==> src/rtl/ceespu_pkg.sv <==
// Shared constants for the ceespu data-memory arbiter: bus widths and the
// bus-owner encoding used by the fairness tracker.
package ceespu_pkg;

    localparam int ADDR_W_DEFAULT = 16;
    localparam int DATA_W         = 32;
    localparam int BE_W           = 4;

    localparam logic [1:0] OWN_IDLE = 2'd0;
    localparam logic [1:0] OWN_CPU  = 2'd1;
    localparam logic [1:0] OWN_DMA  = 2'd2;

    typedef enum logic [1:0] {
        ST_IDLE = OWN_IDLE,
        ST_CPU  = OWN_CPU,
        ST_DMA  = OWN_DMA
    } owner_e;

endpackage

==> src/rtl/ceespu_arb_fairness.sv <==
// Tracks who owned the RAM last cycle and how long each master has been
// favoured, and tells the top level when the DMA must win a contended cycle.
//
//   state   | meaning
//   --------+-----------------------------------------------
//   ST_IDLE | no access was issued last cycle
//   ST_CPU  | last cycle's access belonged to the CPU
//   ST_DMA  | last cycle's access belonged to the DMA master
module ceespu_arb_fairness
    import ceespu_pkg::*;
#(
    parameter int MAX_CPU_RUN = 8,
    parameter int DMA_BURST   = 4
) (
    input  logic clk,
    input  logic rst_n,
    input  logic cpu_grant,
    input  logic dma_grant,
    input  logic dma_req,
    output logic dma_priority
);

    owner_e     owner, owner_nxt;
    logic [7:0] starve_cnt, starve_nxt;
    logic [7:0] burst_cnt, burst_nxt;

    always_ff @(posedge clk or negedge rst_n) begin
        if (!rst_n) begin
            owner      <= ST_IDLE;
            starve_cnt <= 8'd0;
            burst_cnt  <= 8'd0;
        end else begin
            owner      <= owner_nxt;
            starve_cnt <= starve_nxt;
            burst_cnt  <= burst_nxt;
        end
    end

    always_comb begin
        owner_nxt  = ST_IDLE;
        starve_nxt = starve_cnt;
        burst_nxt  = 8'd0;

        if (cpu_grant)
            owner_nxt = ST_CPU;
        else if (dma_grant)
            owner_nxt = ST_DMA;

        if (dma_grant || !dma_req)
            starve_nxt = 8'd0;
        else if (cpu_grant && (starve_cnt != 8'(MAX_CPU_RUN)))
            starve_nxt = starve_cnt + 8'd1;

        // A fresh DMA run counts from 1 so the limit means "grants issued".
        if (dma_grant) begin
            if (owner != ST_DMA)
                burst_nxt = 8'd1;
            else if (burst_cnt != 8'hFF)
                burst_nxt = burst_cnt + 8'd1;
            else
                burst_nxt = burst_cnt;
        end
    end

    assign dma_priority = (starve_cnt == 8'(MAX_CPU_RUN)) ||
                          ((owner == ST_DMA) && (burst_cnt < 8'(DMA_BURST)));

endmodule

==> src/rtl/ceespu_dmem_arbiter.sv <==
// Shares one single-port synchronous RAM between the ceespu data port and a
// DMA/boot master: combinational command mux, registered response routing.
module ceespu_dmem_arbiter
    import ceespu_pkg::*;
#(
    parameter int ADDR_W      = ADDR_W_DEFAULT,
    parameter int MAX_CPU_RUN = 8,
    parameter int DMA_BURST   = 4
) (
    input  logic              I_clk,
    input  logic              I_rst_n,
    input  logic              I_cpuE,
    input  logic [BE_W-1:0]   I_cpuWe,
    input  logic [ADDR_W-1:0] I_cpuAddress,
    input  logic [DATA_W-1:0] I_cpuWData,
    output logic              O_cpuBusy,
    output logic [DATA_W-1:0] O_cpuRData,
    input  logic              I_dmaReq,
    input  logic [BE_W-1:0]   I_dmaWe,
    input  logic [ADDR_W-1:0] I_dmaAddress,
    input  logic [DATA_W-1:0] I_dmaWData,
    output logic              O_dmaGnt,
    output logic [DATA_W-1:0] O_dmaRData,
    output logic              O_dmaValid,
    output logic              O_memE,
    output logic [BE_W-1:0]   O_memWe,
    output logic [ADDR_W-1:0] O_memAddress,
    output logic [DATA_W-1:0] O_memWData,
    input  logic [DATA_W-1:0] I_memRData
);

    logic dma_priority;
    logic cpu_grant;
    logic dma_grant;
    logic rd_cpu;
    logic rd_dma;

    // Reset gates the grants so nothing reaches the RAM while I_rst_n is low.
    assign cpu_grant = I_rst_n & I_cpuE & ~(I_dmaReq & dma_priority);
    assign dma_grant = I_rst_n & I_dmaReq & (~I_cpuE | dma_priority);

    ceespu_arb_fairness #(
        .MAX_CPU_RUN (MAX_CPU_RUN),
        .DMA_BURST   (DMA_BURST)
    ) u_fairness (
        .clk          (I_clk),
        .rst_n        (I_rst_n),
        .cpu_grant    (cpu_grant),
        .dma_grant    (dma_grant),
        .dma_req      (I_dmaReq),
        .dma_priority (dma_priority)
    );

    always_comb begin
        O_memE       = 1'b0;
        O_memWe      = '0;
        O_memAddress = '0;
        O_memWData   = '0;
        if (cpu_grant) begin
            O_memE       = 1'b1;
            O_memWe      = I_cpuWe;
            O_memAddress = I_cpuAddress;
            O_memWData   = I_cpuWData;
        end else if (dma_grant) begin
            O_memE       = 1'b1;
            O_memWe      = I_dmaWe;
            O_memAddress = I_dmaAddress;
            O_memWData   = I_dmaWData;
        end
    end

    assign O_cpuBusy = I_cpuE & ~cpu_grant;
    assign O_dmaGnt  = dma_grant;

    always_ff @(posedge I_clk or negedge I_rst_n) begin
        if (!I_rst_n) begin
            rd_cpu <= 1'b0;
            rd_dma <= 1'b0;
        end else begin
            rd_cpu <= cpu_grant & (I_cpuWe == '0);
            rd_dma <= dma_grant & (I_dmaWe == '0);
        end
    end

    assign O_cpuRData = rd_cpu ? I_memRData : '0;
    assign O_dmaRData = rd_dma ? I_memRData : '0;
    assign O_dmaValid = rd_dma;

endmodule

==> config.mk <==
export PLATFORM = sky130hd
export DESIGN_NAME = ceespu_dmem_arbiter
export DESIGN_NICKNAME = d
export VERILOG_FILES = /design/src/rtl/ceespu_pkg.sv /design/src/rtl/ceespu_arb_fairness.sv /design/src/rtl/ceespu_dmem_arbiter.sv
export SDC_FILE = /design/constraint.sdc
export NUM_CORES = 1
export LEC_CHECK = 0
export ABC_AREA = 1
export CAP_MARGIN = 20
export CORE_AREA = 2 2 102 104
export CTS_BUF_LIST = sky130_fd_sc_hd__clkbuf_2 sky130_fd_sc_hd__clkbuf_4 sky130_fd_sc_hd__clkbuf_8
export CTS_CLUSTER_DIAMETER = 200
export CTS_CLUSTER_SIZE = 30
export DETAILED_ROUTE_END_ITERATION = 7
export DIE_AREA = 0 0 104 106
export DONT_BUFFER_PORTS = 1
export GPL_ROUTABILITY_DRIVEN = 0
export GPL_TIMING_DRIVEN = 0
export SETUP_SLACK_MARGIN = 0.4
export SLEW_MARGIN = 20
export SYNTH_ARGS = -nofsm -noshare
export SYNTH_HDL_FRONTEND = slang
export SYNTH_SLANG_ARGS = --single-unit
==> constraint.sdc <==
create_clock -name I_clk -period 2.13 [get_ports I_clk]
set_input_delay 0.3195 -clock I_clk [delete_from_list [all_inputs] [get_ports I_clk]]
set_output_delay 0.3195 -clock I_clk [all_outputs]
set_load 0.05 [all_outputs]
==> qor.yml <==
outcome:
  outcome: "finished with violations"
  violations: "negative setup slack"
yosys:
  post-synth-top-area-cell: "nand2_1"
  synth.net_count: 608
  synth_top_area_share_pct: 40.9
  ys_warn_count: 0
  synth-seq-cells: 20
  postSynthAreaPerCell_um2: 5.08
  netlist_instances: 465
  seq_area_frac_synth_pct: 21.2
  synth_cell_type_count: 21
  netlist_area_mm2: 0.00236
  synthTopCellsByArea: "nand2_1 (41%), dfrtp_1 (21%), inv_1 (15%)"
critical_path:
  arrival_ns: 1.88
  endpoint_kind: "output port"
  critPathRequiredTime_ns: 1.81
  reg2reg_from: "u_fairness.starve_cnt[0]$_DFFE_PN0P_"
  crit_type: "flip-flop to output port"
  cp-startpoint: "u_fairness.starve_cnt[0]$_DFFE_PN0P_"
  cp_max_fo: 10
  cp-start-kind: "flip-flop"
grt:
  grt-ovfl-total: 0
  grt_start_max_net_pins: 24
  grt_pass1_vias: 2754
  grt_usage_pct: 15.1
  antenna_found_initial: 0
  grt_pass1_wl_um: 13600
floorplan:
  pin_count: 260
  die_y_um: 106
  rows: 37
  die_w_um: 104
  die-area_mm2: 0.0110
  core_mm2: 0.0100
  start_util_pct: 23.6
power_and_ir_drop:
  power_leakage_nw: 2.13
  peakVddDrop_uv: 205
  finalPower_mw: 1.52
  powerDensity_mw_per_mm2: 320
cts:
  cts_made_buffers: 3
  clk_pin_slew_worst_paths_ns: 0.08
  cts_max_level: 1
  clk_path_buf_depth: 2
  cts_tree: "built"
  numClockSinks: 20
  clk_latency_ns: 0.26
  cts-root-buf: "clkbuf_8"
timing:
  post-route-min-period_ns: 2.20
  rsz0062_at_grt: "true"
  skew_ns: 0.00499
  layout_setup_ws_ns: -0.0665
  hold_ws_ns: 0.127
  max_freq_ghz: 0.455
  finalMaxSlewViolations: 0
  post-route-period-util_pct: 103
  fin_tns_setup_ns: -1.19
  slew-limit-headroom_pct: 38.3
  setup_viol: 36
  worstMarginPinSlew_ns: 0.922
  hold_viol_final: 0
placed_design:
  dp_cells: 601
  io_buffers: 0
  place_ws_ns: -0.00658
  post-dp-hpwl_um: 7030
  place_area_mm2: 0.00297
cells_and_area:
  diodes: 0
  area_growth_pct: 101
  final_area_mm2: 0.00474
  fin_nets: 639
  stdcell_count: 631
  fin_util_pct: 47.4
  final_layout_size_suffix_gt1_share_pct: 58.6
min_path:
  hold_start: "I_dmaWe[3]"
  min_path_type: "primary input to flip-flop"
drt:
  dr.pass1.iters: 4
  ant_nets: 0
  wl_per_cell_um: 16.2
  drc: 0
  viasPerCell: 4.67
  drt-initial-drc-count: 210
  vias: 2944
  drt-total-wl_um: 10200
job:
  drv_cap: 0
-- flip-flops by register name (all words and copies together), names as in the netlist --
name	count
u_fairness.owner	2
u_fairness.starve_cnt	8
u_fairness.burst_cnt	8
rd_cpu	1
O_dmaValid	1
-- cells in the final DEF (no fill, tap or decap), types with 9 or more instances in the layout --
| master | instances |
|---|---|
| inv_1 | 29 |
| nor2_1 | 22 |
| clkbuf_16 | 9 |
| clkinvlp_4 | 61 |
| nand2_8 | 41 |
| buf_4 | 12 |
| nand2_1 | 98 |
| nand3_1 | 10 |
| nand2_2 | 44 |
| nand2_4 | 86 |
| dfrtp_1 | 19 |
-- power breakdown --
group          switching, mW  internal (mW)  total [mW]
Sequential            0.0128          0.394       0.407
Clock                  0.131          0.165       0.295
Combinational          0.550          0.263       0.814
Total                  0.694          0.822        1.52
-- routing by layer --
layer | wire length, um | GRT usage [%] | share of wire (%) | up-vias
met5 | 0 | 0 | 0 | -
met4 | 170 | 2.90 | 1.7 | 0
met3 | 820 | 2.21 | 8.0 | 17
met2 | 5600 | 29.7 | 55 | 182
met1 | 3640 | 17.2 | 36 | 1350
li1 | - | - | - | 1395
-- cells by family (layout without fill, tap and decap cells) --
kind of cell	after synthesis	in the layout	share of synthesized area, %
adder cells (fa/ha/maj)	3	3	1.59
buffers and inverters	113	143	20.2
AO/OA/AOI/OAI	8	8	1.70
XOR/XNOR	4	4	1.48
flip-flops	20	20	21.2
AND/OR/NAND/NOR	317	317	53.8
-- area by class of cell --
| cell class | count | area [um^2] |
|---|---|---|
| Multi-Input combinational cell | 332 | 2810 |
| Inverter | 96 | 602 |
| Timing Repair inverter | 1 | 3.75 |
| Timing Repair Buffer | 25 | 342 |
| Fill cell | 914 | 5260 |
| Tap cell | 136 | 170 |
| Clock buffer | 4 | 55.1 |
| Buffer | 17 | 254 |
| Sequential cell | 20 | 504 |
-- final timing paths --
check                                                  endpoint  slack, ns  depth (start not counted)
max                                             O_memAddress[3]      -0.07                         12
min                                        O_dmaValid$_DFF_PN0_       0.13                          1
max reg2reg                 u_fairness.burst_cnt[6]$_DFFE_PN0P_       0.56                         12
max in group asynchronous                  O_dmaValid$_DFF_PN0_       0.82                          1
min in group asynchronous  u_fairness.starve_cnt[2]$_DFFE_PN0P_       0.63                          1
min reg2reg                u_fairness.starve_cnt[7]$_DFFE_PN0P_       0.52                          2
-- synth_stat cells --
library cell  instances
nand2_4               1
buf_12                1
inv_2                 4
nor3_1                4
nand3_2               1
buf_2                 6
dfrtp_1              20
nand3_1              10
nand3b_1              1
or3_1                 2
inv_1                92
buf_6                 4
nand2_1             257
o21ai_0               4
nand2_2              11
nand4_1               5
nor2_1               25
clkbuf_1              6
a21oi_1               4
ha_1                  3
xor2_1                4
-- worst max-delay path, stage by stage (launching register included) --
cell	delay (ns)
dfrtp_1	0.38
inv_2	0.06
ha_4	0.16
nand2_4	0.06
nor2_4	0.04
nand2_2	0.08
nand2_1	0.08
nand2_2	0.09
nand2_4	0.09
inv_2	0.12
buf_6	0.18
nand2_1	0.11
nand2_4	0.16
-- what timing repair did --
item | CTS | global route
buffers inserted | 12 | 3
cloned | 5 | 5
endpoints found under the hold margin | 20 | 20
pin swaps | 20 | 53
resized for setup | 168 | 171
endpoints found under the setup margin | 116 | 120
No activity file was read; power rests on OpenSTA's default activity.
